===== src/rtl/intr_req_ctrl_pkg.sv =====
// Shared types and constants for the interrupt request controller.
// Ports: none. This package defines the FSM state type, the width of the
// granted-source ID and the largest supported source count.
package intr_pkg;

  typedef enum logic [1:0] {
    IDLE,
    REQ,
    SERVICE
  } intr_state_t;

  localparam int INTR_ID_W = 3;
  localparam int MAX_SRC   = 8;

endpackage


===== src/rtl/intr_req_ctrl_if.sv =====
// Bus between the interrupt request controller and the RAT CPU.
// Signals:
//   mask_we, mask_din  - CPU write strobe and data for the mask register
//   intr_ack           - CPU took the interrupt (one-cycle pulse)
//   intr_eoi           - ISR wrote end-of-interrupt (one-cycle pulse)
//   intr_set           - drives the CPU interrupt flag set input
//   intr_id, id_valid  - granted source index and its qualifier
//   pend, mask         - pending-bit and mask registers, readable by the CPU
// Modports: master = controller side, slave = CPU side.
interface intr_req_ctrl_if
  import intr_pkg::*;
#(
  parameter int NUM_SRC = 8
);

  logic                 mask_we;
  logic [NUM_SRC-1:0]   mask_din;
  logic                 intr_ack;
  logic                 intr_eoi;
  logic                 intr_set;
  logic [INTR_ID_W-1:0] intr_id;
  logic                 id_valid;
  logic [NUM_SRC-1:0]   pend;
  logic [NUM_SRC-1:0]   mask;

  modport master (
    input  mask_we, mask_din, intr_ack, intr_eoi,
    output intr_set, intr_id, id_valid, pend, mask
  );

  modport slave (
    output mask_we, mask_din, intr_ack, intr_eoi,
    input  intr_set, intr_id, id_valid, pend, mask
  );

endinterface


===== src/rtl/intr_req_ctrl_edge_sync.sv =====
// Per-source synchroniser and rising-edge detector.
// Ports:
//   clk        - system clock
//   rst        - synchronous active-high reset
//   src        - asynchronous level input
//   rise_pulse - one-cycle pulse after each synchronised rising edge
module intr_edge_sync #(
  parameter int SYNC_STAGES = 2
) (
  input  logic clk,
  input  logic rst,
  input  logic src,
  output logic rise_pulse
);

  logic [SYNC_STAGES-1:0] sync_q;
  logic                   prev_q;

  // The history flop is cleared by reset, so a source held high through
  // reset produces exactly one edge once it has crossed the chain.
  always_ff @(posedge clk) begin
    if (rst) begin
      sync_q <= '0;
      prev_q <= 1'b0;
    end else begin
      sync_q <= {sync_q[SYNC_STAGES-2:0], src};
      prev_q <= sync_q[SYNC_STAGES-1];
    end
  end

  assign rise_pulse = sync_q[SYNC_STAGES-1] & ~prev_q;

endmodule


===== src/rtl/intr_req_ctrl.sv =====
// Multi-source interrupt request controller for the RAT CPU.
// Synchronises the sources, latches rising edges as pending bits, applies the
// CPU mask, grants the lowest-index eligible source and holds its ID until
// end-of-interrupt.
// Ports:
//   clk    - system clock, all logic on the rising edge
//   rst    - synchronous active-high reset
//   src_in - asynchronous level sources, a rising edge requests service
//   bus    - CPU-side interface (master modport): mask write, ack/eoi strobes,
//            flag set strobe, granted ID, pending and mask registers
module intr_req_ctrl
  import intr_pkg::*;
#(
  parameter int NUM_SRC     = 8,
  parameter int SYNC_STAGES = 2
) (
  input  logic               clk,
  input  logic               rst,
  input  logic [NUM_SRC-1:0] src_in,
  intr_req_ctrl_if.master    bus
);

  intr_state_t          state_q;
  intr_state_t          state_d;
  logic [INTR_ID_W-1:0] id_q;
  logic [INTR_ID_W-1:0] id_d;
  logic [INTR_ID_W-1:0] prio_id;
  logic [NUM_SRC-1:0]   rise_vec;
  logic [NUM_SRC-1:0]   pend_q;
  logic [NUM_SRC-1:0]   mask_q;
  logic [NUM_SRC-1:0]   clr_vec;
  logic [NUM_SRC-1:0]   eligible;

  for (genvar g = 0; g < NUM_SRC; g++) begin : g_src
    intr_edge_sync #(
      .SYNC_STAGES(SYNC_STAGES)
    ) u_sync (
      .clk        (clk),
      .rst        (rst),
      .src        (src_in[g]),
      .rise_pulse (rise_vec[g])
    );
  end

  assign eligible = pend_q & mask_q;

  // Descending scan so the lowest set index is the last assignment and wins.
  // Only indices below NUM_SRC are ever produced.
  always_comb begin
    prio_id = '0;
    for (int i = NUM_SRC - 1; i >= 0; i--) begin
      if (eligible[i]) begin
        prio_id = INTR_ID_W'(i);
      end
    end
  end

  // Next-state logic. Once in REQ the grant is committed: neither mask
  // changes nor higher-priority arrivals are looked at until the ACK.
  always_comb begin
    state_d = state_q;
    id_d    = id_q;
    clr_vec = '0;
    case (state_q)
      IDLE: begin
        if (|eligible) begin
          state_d = REQ;
          id_d    = prio_id;
        end
      end
      REQ: begin
        if (bus.intr_ack) begin
          state_d = SERVICE;
          for (int i = 0; i < NUM_SRC; i++) begin
            clr_vec[i] = (id_q == INTR_ID_W'(i));
          end
        end
      end
      SERVICE: begin
        if (bus.intr_eoi) begin
          state_d = IDLE;
        end
      end
      default: begin
        state_d = IDLE;
      end
    endcase
  end

  // Edges are OR-ed in after the clear so a new edge coinciding with the
  // ACK of the same source keeps the bit pending.
  always_ff @(posedge clk) begin
    if (rst) begin
      state_q <= IDLE;
      id_q    <= '0;
      pend_q  <= '0;
      mask_q  <= '0;
    end else begin
      state_q <= state_d;
      id_q    <= id_d;
      pend_q  <= (pend_q & ~clr_vec) | rise_vec;
      if (bus.mask_we) begin
        mask_q <= bus.mask_din;
      end
    end
  end

  assign bus.intr_set = (state_q == REQ);
  assign bus.id_valid = (state_q != IDLE);
  assign bus.intr_id  = id_q;
  assign bus.pend     = pend_q;
  assign bus.mask     = mask_q;

endmodule


===== src/flat_wrapper.sv =====
// flat-port wrapper written by rule: the top's interface ports become plain ports
module intr_req_ctrl_flat import intr_pkg::*;
#(
  parameter int NUM_SRC     = 8,
  parameter int SYNC_STAGES = 2
)
  (clk, rst, src_in, bus_mask_we, bus_mask_din, bus_intr_ack, bus_intr_eoi, bus_intr_set, bus_intr_id, bus_id_valid, bus_pend, bus_mask);
  intr_req_ctrl_if #(.NUM_SRC(NUM_SRC)) bus_i ();
  input  logic clk;
  input  logic rst;
  input  logic [NUM_SRC-1:0] src_in;
  input wire logic [$bits(bus_i.mask_we)-1:0] bus_mask_we;
  input wire logic [$bits(bus_i.mask_din)-1:0] bus_mask_din;
  input wire logic [$bits(bus_i.intr_ack)-1:0] bus_intr_ack;
  input wire logic [$bits(bus_i.intr_eoi)-1:0] bus_intr_eoi;
  output wire logic [$bits(bus_i.intr_set)-1:0] bus_intr_set;
  output wire logic [$bits(bus_i.intr_id)-1:0] bus_intr_id;
  output wire logic [$bits(bus_i.id_valid)-1:0] bus_id_valid;
  output wire logic [$bits(bus_i.pend)-1:0] bus_pend;
  output wire logic [$bits(bus_i.mask)-1:0] bus_mask;
  assign bus_i.mask_we = bus_mask_we;
  assign bus_i.mask_din = bus_mask_din;
  assign bus_i.intr_ack = bus_intr_ack;
  assign bus_i.intr_eoi = bus_intr_eoi;
  assign bus_intr_set = bus_i.intr_set;
  assign bus_intr_id = bus_i.intr_id;
  assign bus_id_valid = bus_i.id_valid;
  assign bus_pend = bus_i.pend;
  assign bus_mask = bus_i.mask;
  intr_req_ctrl #(.NUM_SRC(NUM_SRC), .SYNC_STAGES(SYNC_STAGES)) u_core (.clk(clk), .rst(rst), .src_in(src_in), .bus(bus_i));
endmodule

===== config.mk =====
export PLATFORM = sky130hd
export DESIGN_NAME = intr_req_ctrl_flat
export DESIGN_NICKNAME = d
export VERILOG_FILES = /design/src/rtl/intr_req_ctrl_pkg.sv /design/src/rtl/intr_req_ctrl_if.sv /design/src/rtl/intr_req_ctrl_edge_sync.sv /design/src/rtl/intr_req_ctrl.sv /design/src/flat_wrapper.sv
export SDC_FILE = /design/constraint.sdc
export NUM_CORES = 1
export LEC_CHECK = 0
export CAP_MARGIN = 20
export CORE_MARGIN = 2
export CORE_UTILIZATION = 35
export DETAILED_ROUTE_END_ITERATION = 8
export PLACE_DENSITY = 0.66
export SYNTH_ARGS = -nofsm -noshare
export SYNTH_HDL_FRONTEND = slang
export SYNTH_SLANG_ARGS = --single-unit

===== constraint.sdc =====
create_clock -name clk -period 1.2 [get_ports clk]
set_input_delay 0.24 -clock clk [delete_from_list [all_inputs] [get_ports clk]]
set_output_delay 0.24 -clock clk [all_outputs]
set_load 0.05 [all_outputs]

======== Yosys cells after proc, flatten, opt, wreduce, memory -nomap -nowiden ========
Index checks and enable logic that the tools add are counted.
word-level totals
  input port bits ......................... 21
  register bits ........................... 45
  output and inout port bits .............. 21
operators by class
  multiplexer cells ....................... 14
  equal/unequal tests ..................... 12
  reduce and logical (&&, ||, !) cells .... 6
  bitwise gates (word level) .............. 20
operators with widths
  cell                  number
  $mux W3               8
  $and A8 B8 Y8         2
  $mux W8               2
  $eq A3 B3 Y1 const B  4
  $and A1 B1 Y1         8
  $not A1 Y1            8
  $not A8 Y8            1
  $or A8 B8 Y8          1
  $reduce_or A8 Y1      1
  $eq A3 B2 Y1 const B  2
  $mux W2               3
  $pmux W2 S3           1
  $ne A2 B2 Y1 const B  2
  $eq A3 B1 Y1 const B  1
  $logic_not A3 Y1      1
  $reduce_and A3 Y1     1
  $eq A2 B1 Y1 const B  1
  $eq A2 B2 Y1 const B  1
  $logic_not A2 Y1      1
  $ne A2 B1 Y1 const B  1
  $reduce_and A2 Y1     1
  $reduce_bool A2 Y1    1

======== Logic depth before layout (Yosys ltp) ========
  word-level depth ........................ 9
  depth in mapped cells ................... 5
  mapped depth without buffers ............ 4

======== Modules after synthesis ========
Synthesis repeated with hierarchy kept, for this count alone.
second synthesis, totals
  cell total of the unflattened synthesis .. 162
  area total of the unflattened synthesis .. 1595.3 sq um
by module, submodules not included
  module          area each (sq um)  cells an instance  instances
  intr_req_ctrl   894.6              106                1
  intr_edge_sync  87.6               7                  8

======== Least setup slack after synthesis ========
No wires, ideal clock.
  kind .................................... reg-to-reg
  start point ............................. reg u_core.state_q[1]
  end point ............................... reg u_core.pend_q[4] (netlist: u_core.bus.pend[4])
  data arrival time ....................... 1286 ps
  cell stages (with the launch flop) ...... 5
  required time ........................... 1066 ps
  path buffers ............................ 0
  setup slack ............................. -220 ps
  library setup time ...................... 134 ps
  period minus slack after synthesis ...... 1420 ps
  cell sequence ........................... dfxtp_1 -> and2b_1 -> nand3_1 -> o31ai_1 -> a21oi_1
on the way
  longest elaborated chain between the ends .. 5
RTL lines
  item                    RTL line              RTL
  start, declared         intr_req_ctrl.sv:23   intr_state_t state_q;
  start signal, assigned  intr_req_ctrl.sv:99   state_q <= state_d;
  $eq A2 B1 Y1            -
  net bus_intr_set        flat_wrapper.sv:16    output wire logic [$bits(bus_i.intr_set)-1:0] bus_intr_set;
  $mux W8                 intr_req_ctrl.sv:64   case (state_q)
  $not A8 Y8              intr_req_ctrl.sv:101  pend_q <= (pend_q & ~clr_vec) | rise_vec;
  $and A8 B8 Y8           intr_req_ctrl.sv:101
  $or A8 B8 Y8            intr_req_ctrl.sv:101
  end signal, assigned    intr_req_ctrl.sv:101
  end, declared           intr_req_ctrl.sv:29   logic [NUM_SRC-1:0] pend_q;
The timed path passes the listed nets, and every way through them passes these cells.
A chain may end at the register's enable or synchronous reset.

======== Worst setup path after layout ========
  start point ............................. reg u_core.state_q[1]
  end point ............................... out bus_intr_set
on the way
  longest elaborated chain between the ends .. 1
RTL lines
  item           RTL line              RTL
  $eq A2 B1 Y1   intr_req_ctrl.sv:108  assign bus.intr_set = (state_q == REQ);
  end, declared  flat_wrapper.sv:16
No other way between the ends.

==> flow_metrics.env <==
export IMPL_drtPass1Iterations=4
export IMPL_ys_ff_latch=45
export IMPL_syn_avg_cell_area_um2=10.3
export IMPL_antenna_found_initial=0
export IMPL_crit_buf_inv=1
export IMPL_end_kind="primary output"
export IMPL_p_leak_uw=0.00105
export IMPL_route_detailed_drc=0
export IMPL_peakVddDrop_v=0.000901
export IMPL_rows=24
export IMPL_hold_viol_final=0
export IMPL_min_from="bus_intr_ack"
export IMPL_io_pins=42
export IMPL_p_per_area_nw_per_um2=1260
export IMPL_hold_depth=3
export IMPL_timing_rr_end="u_core.bus.intr_id[0]"
export IMPL_avgRoutedWirePerCell_um=13.0
export IMPL_die_w_um=71.9
export IMPL_ctsHtreeMaxLevel=2
export IMPL_hold_class="in -> reg"
export IMPL_drive_gt1_share_pct=38.9
export IMPL_drt_initial_drc_count=72
export IMPL_crit_type="reg -> out"
export IMPL_maxCapViolCount=0
export IMPL_routabilityCongestion=0.785
export IMPL_ys_seq_area_share_pct=55.8
export IMPL_min_period_ns=1.28
export IMPL_cpPeakStageDelay_ns=0.34
export IMPL_critPathSlowestCell="dfxtp_2"
export IMPL_whs_ns=0.321
export IMPL_r2r_cells=5
export IMPL_synth_edf_count=0
export IMPL_finalInstanceArea_um2=2590
export IMPL_async_flop_share_pct=0
export IMPL_synthTopCellsByCount="45 x dfxtp_1, 24 x nor2b_1, 13 x a21oi_1"
export IMPL_startpoint_type="register"
export IMPL_ys_flop_type="dfxtp_1"
export IMPL_synthDistinctLibCells=32
export IMPL_cts_tree="yes"
export IMPL_synth_top_area_share_pct=55.8
export IMPL_clock_tree_root_cell="clkbuf_8"
export IMPL_via_per_inst=4.78
export IMPL_place_area_um2=2400
export IMPL_min_to="u_core.state_q[1]"
export IMPL_placed_cells=253
export IMPL_clk_latency_ns=0.29
export IMPL_period_share_pct=107
export IMPL_finalMaxSlewViolations=0
export IMPL_rsz0062_at_grt="true"
export IMPL_numPortBuffers=41
export IMPL_grt_pass1_vias=1230
export IMPL_cts_made_buffers=5
export IMPL_clock_skew_ns=0.00676
export IMPL_grt_pass1_wl_um=5550
export IMPL_r2r_start="u_core.state_q[1]"
export IMPL_max_freq_mhz=781
export IMPL_netlist_area_um2=1610
export IMPL_relSlewSlack_pct=80.8
export IMPL_yosys_top_cells_area="dfxtp_1 56%, nor2b_1 9.3%, mux2i_1 5.0%, a21oi_1 4.0%, nand2b_1 3.9%"
export IMPL_arrival_ns=1.04
export IMPL_hpwl_um=2680
export IMPL_yosysMostFrequentCell="dfxtp_1"
export IMPL_failed_checks="negative setup slack"
export IMPL_finalSetupViolCount=3
export IMPL_grt_ovfl_total=0
export IMPL_setup_ws_ns=-0.0800
export IMPL_clockBufferDepth=2
export IMPL_worst_pin_slew_ns=0.288
export IMPL_cp_top_family="flip-flops"
export IMPL_fin_util_pct=59.1
export IMPL_initial_core_util_pct=36.8
export IMPL_tns_ns=-0.198
export IMPL_outcome="finished, violations left"
export IMPL_syn_inst=156
export IMPL_synth_top_area_cell="dfxtp_1"
export IMPL_syn_to_final_growth_pct=60.5
export IMPL_grt_usage_pct=13.9
export IMPL_ys_warn_count=0
export IMPL_fin_nets=231
export IMPL_dr_total_vias=1256
export IMPL_clkTransAtPathRegs_ns=0.08
export IMPL_stdcell_count=263
export IMPL_r2r_slack_ns=-0.04
export IMPL_crit_chain="and2b_4 > buf_12"
export IMPL_ant_nets=0
export IMPL_grt_max_degree=23
export IMPL_cts_sinks=45
export IMPL_crit_fanout=4
export IMPL_cts_hold_buf=0
export IMPL_diodes=0
export IMPL_core_region_area_um2=4380
export IMPL_syn_nets=177
export IMPL_crit_required_ns=0.96
export IMPL_drt_wl_total_um=3410
export IMPL_die_y_um=71.9
export IMPL_dieArea_um2=5170
power by group:
group          internal (µW)  switching [µW]  total [µW]
sequential              1570            75.5        1640
clock                    520             468         988
combinational            334             292         626
total                   2420             835        3260
repair_timing:
action                                  CTS  global route
pin swaps                                 1             2
setup buffers                             1             2
gates cloned                              0             0
endpoints found under the setup margin    5            12
gates resized for setup                   9            12
metrics by stage:
step           total power, µW  setup WS, ns
2_1_floorplan             1950       -0.0112
3_3_place_gp              2260        -0.276
3_5_place_dp              2280        -0.372
4_1_cts                   3270       -0.0855
5_1_grt                   3390        -0.101
6_report                  3260       -0.0800
how the worst max path moves through the flow:
stage	startpoint	endpoint	slack, ns	cells after the start
detailed placement	bus_intr_ack	u_core.bus.pend[0]	-0.37	5
floorplan	u_core.state_q[1]	u_core.bus.pend[4]	-0.01	4
global route	u_core.state_q[1]	bus_id_valid	-0.10	2
finish	u_core.state_q[1]	bus_intr_set	-0.08	2
CTS	u_core.state_q[0]	bus_id_valid	-0.09	2
global placement	bus_intr_ack	u_core.bus.pend[0]	-0.28	5
worst min-delay path, delay by kind of cell:
family,cells,cell delay (ns)
AOI/OAI and AO/OA,1,0.08
and+or+nand+nor,1,0.11
buffers and inverters,1,0.14
metal layers:
metal	vias to the layer above	GRT usage (%)	wire length [µm]
met1	575	16.0	1430
met2	45	24.5	1750
met5	-	0	0
met4	0	5.66	28
met3	4	3.47	208
li1	632	-	-
final cells by class:
cell class / count / area [µm²]
clock buffer: 7 / 96.3
inverter: 2 / 7.51
tap: 52 / 65.1
multi-input combinational: 102 / 734
timing repair buffer: 54 / 746
fill: 355 / 1790
clock inverter: 1 / 5.00
sequential: 45 / 937
cell families (layout without fill, tap and decap cells):
| family | Yosys count | count (layout) | synth area share, % |
|---|---|---|---|
| and+or+nand+nor | 61 | 61 | 21.1 |
| DFF | 45 | 45 | 55.8 |
| AOI/OAI and AO/OA | 33 | 33 | 15.4 |
| buffers and inverters | 9 | 64 | 2.71 |
| muxes | 8 | 8 | 4.96 |
sequential cells by signal (all words and copies together), names as in the netlist:
signal and count:
u_core.bus.mask 8, u_core.g_src.u_sync.prev_q 8, u_core.g_src.u_sync.sync_q 16, u_core.state_q 2, u_core.bus.pend 8, u_core.bus.intr_id 3
placed cells by master, fill, tap and decap left out, drive strengths merged, types with 4 or more instances in the layout:
cell	n
nor2b	24
clkbuf	7
o21ai	7
mux2i	8
dfxtp	45
nand2	6
a22oi	4
clkdlybuf4s50	19
nand2b	10
a21oi	14
buf	34
nor2	12
Power figures use the tool's default switching activity.
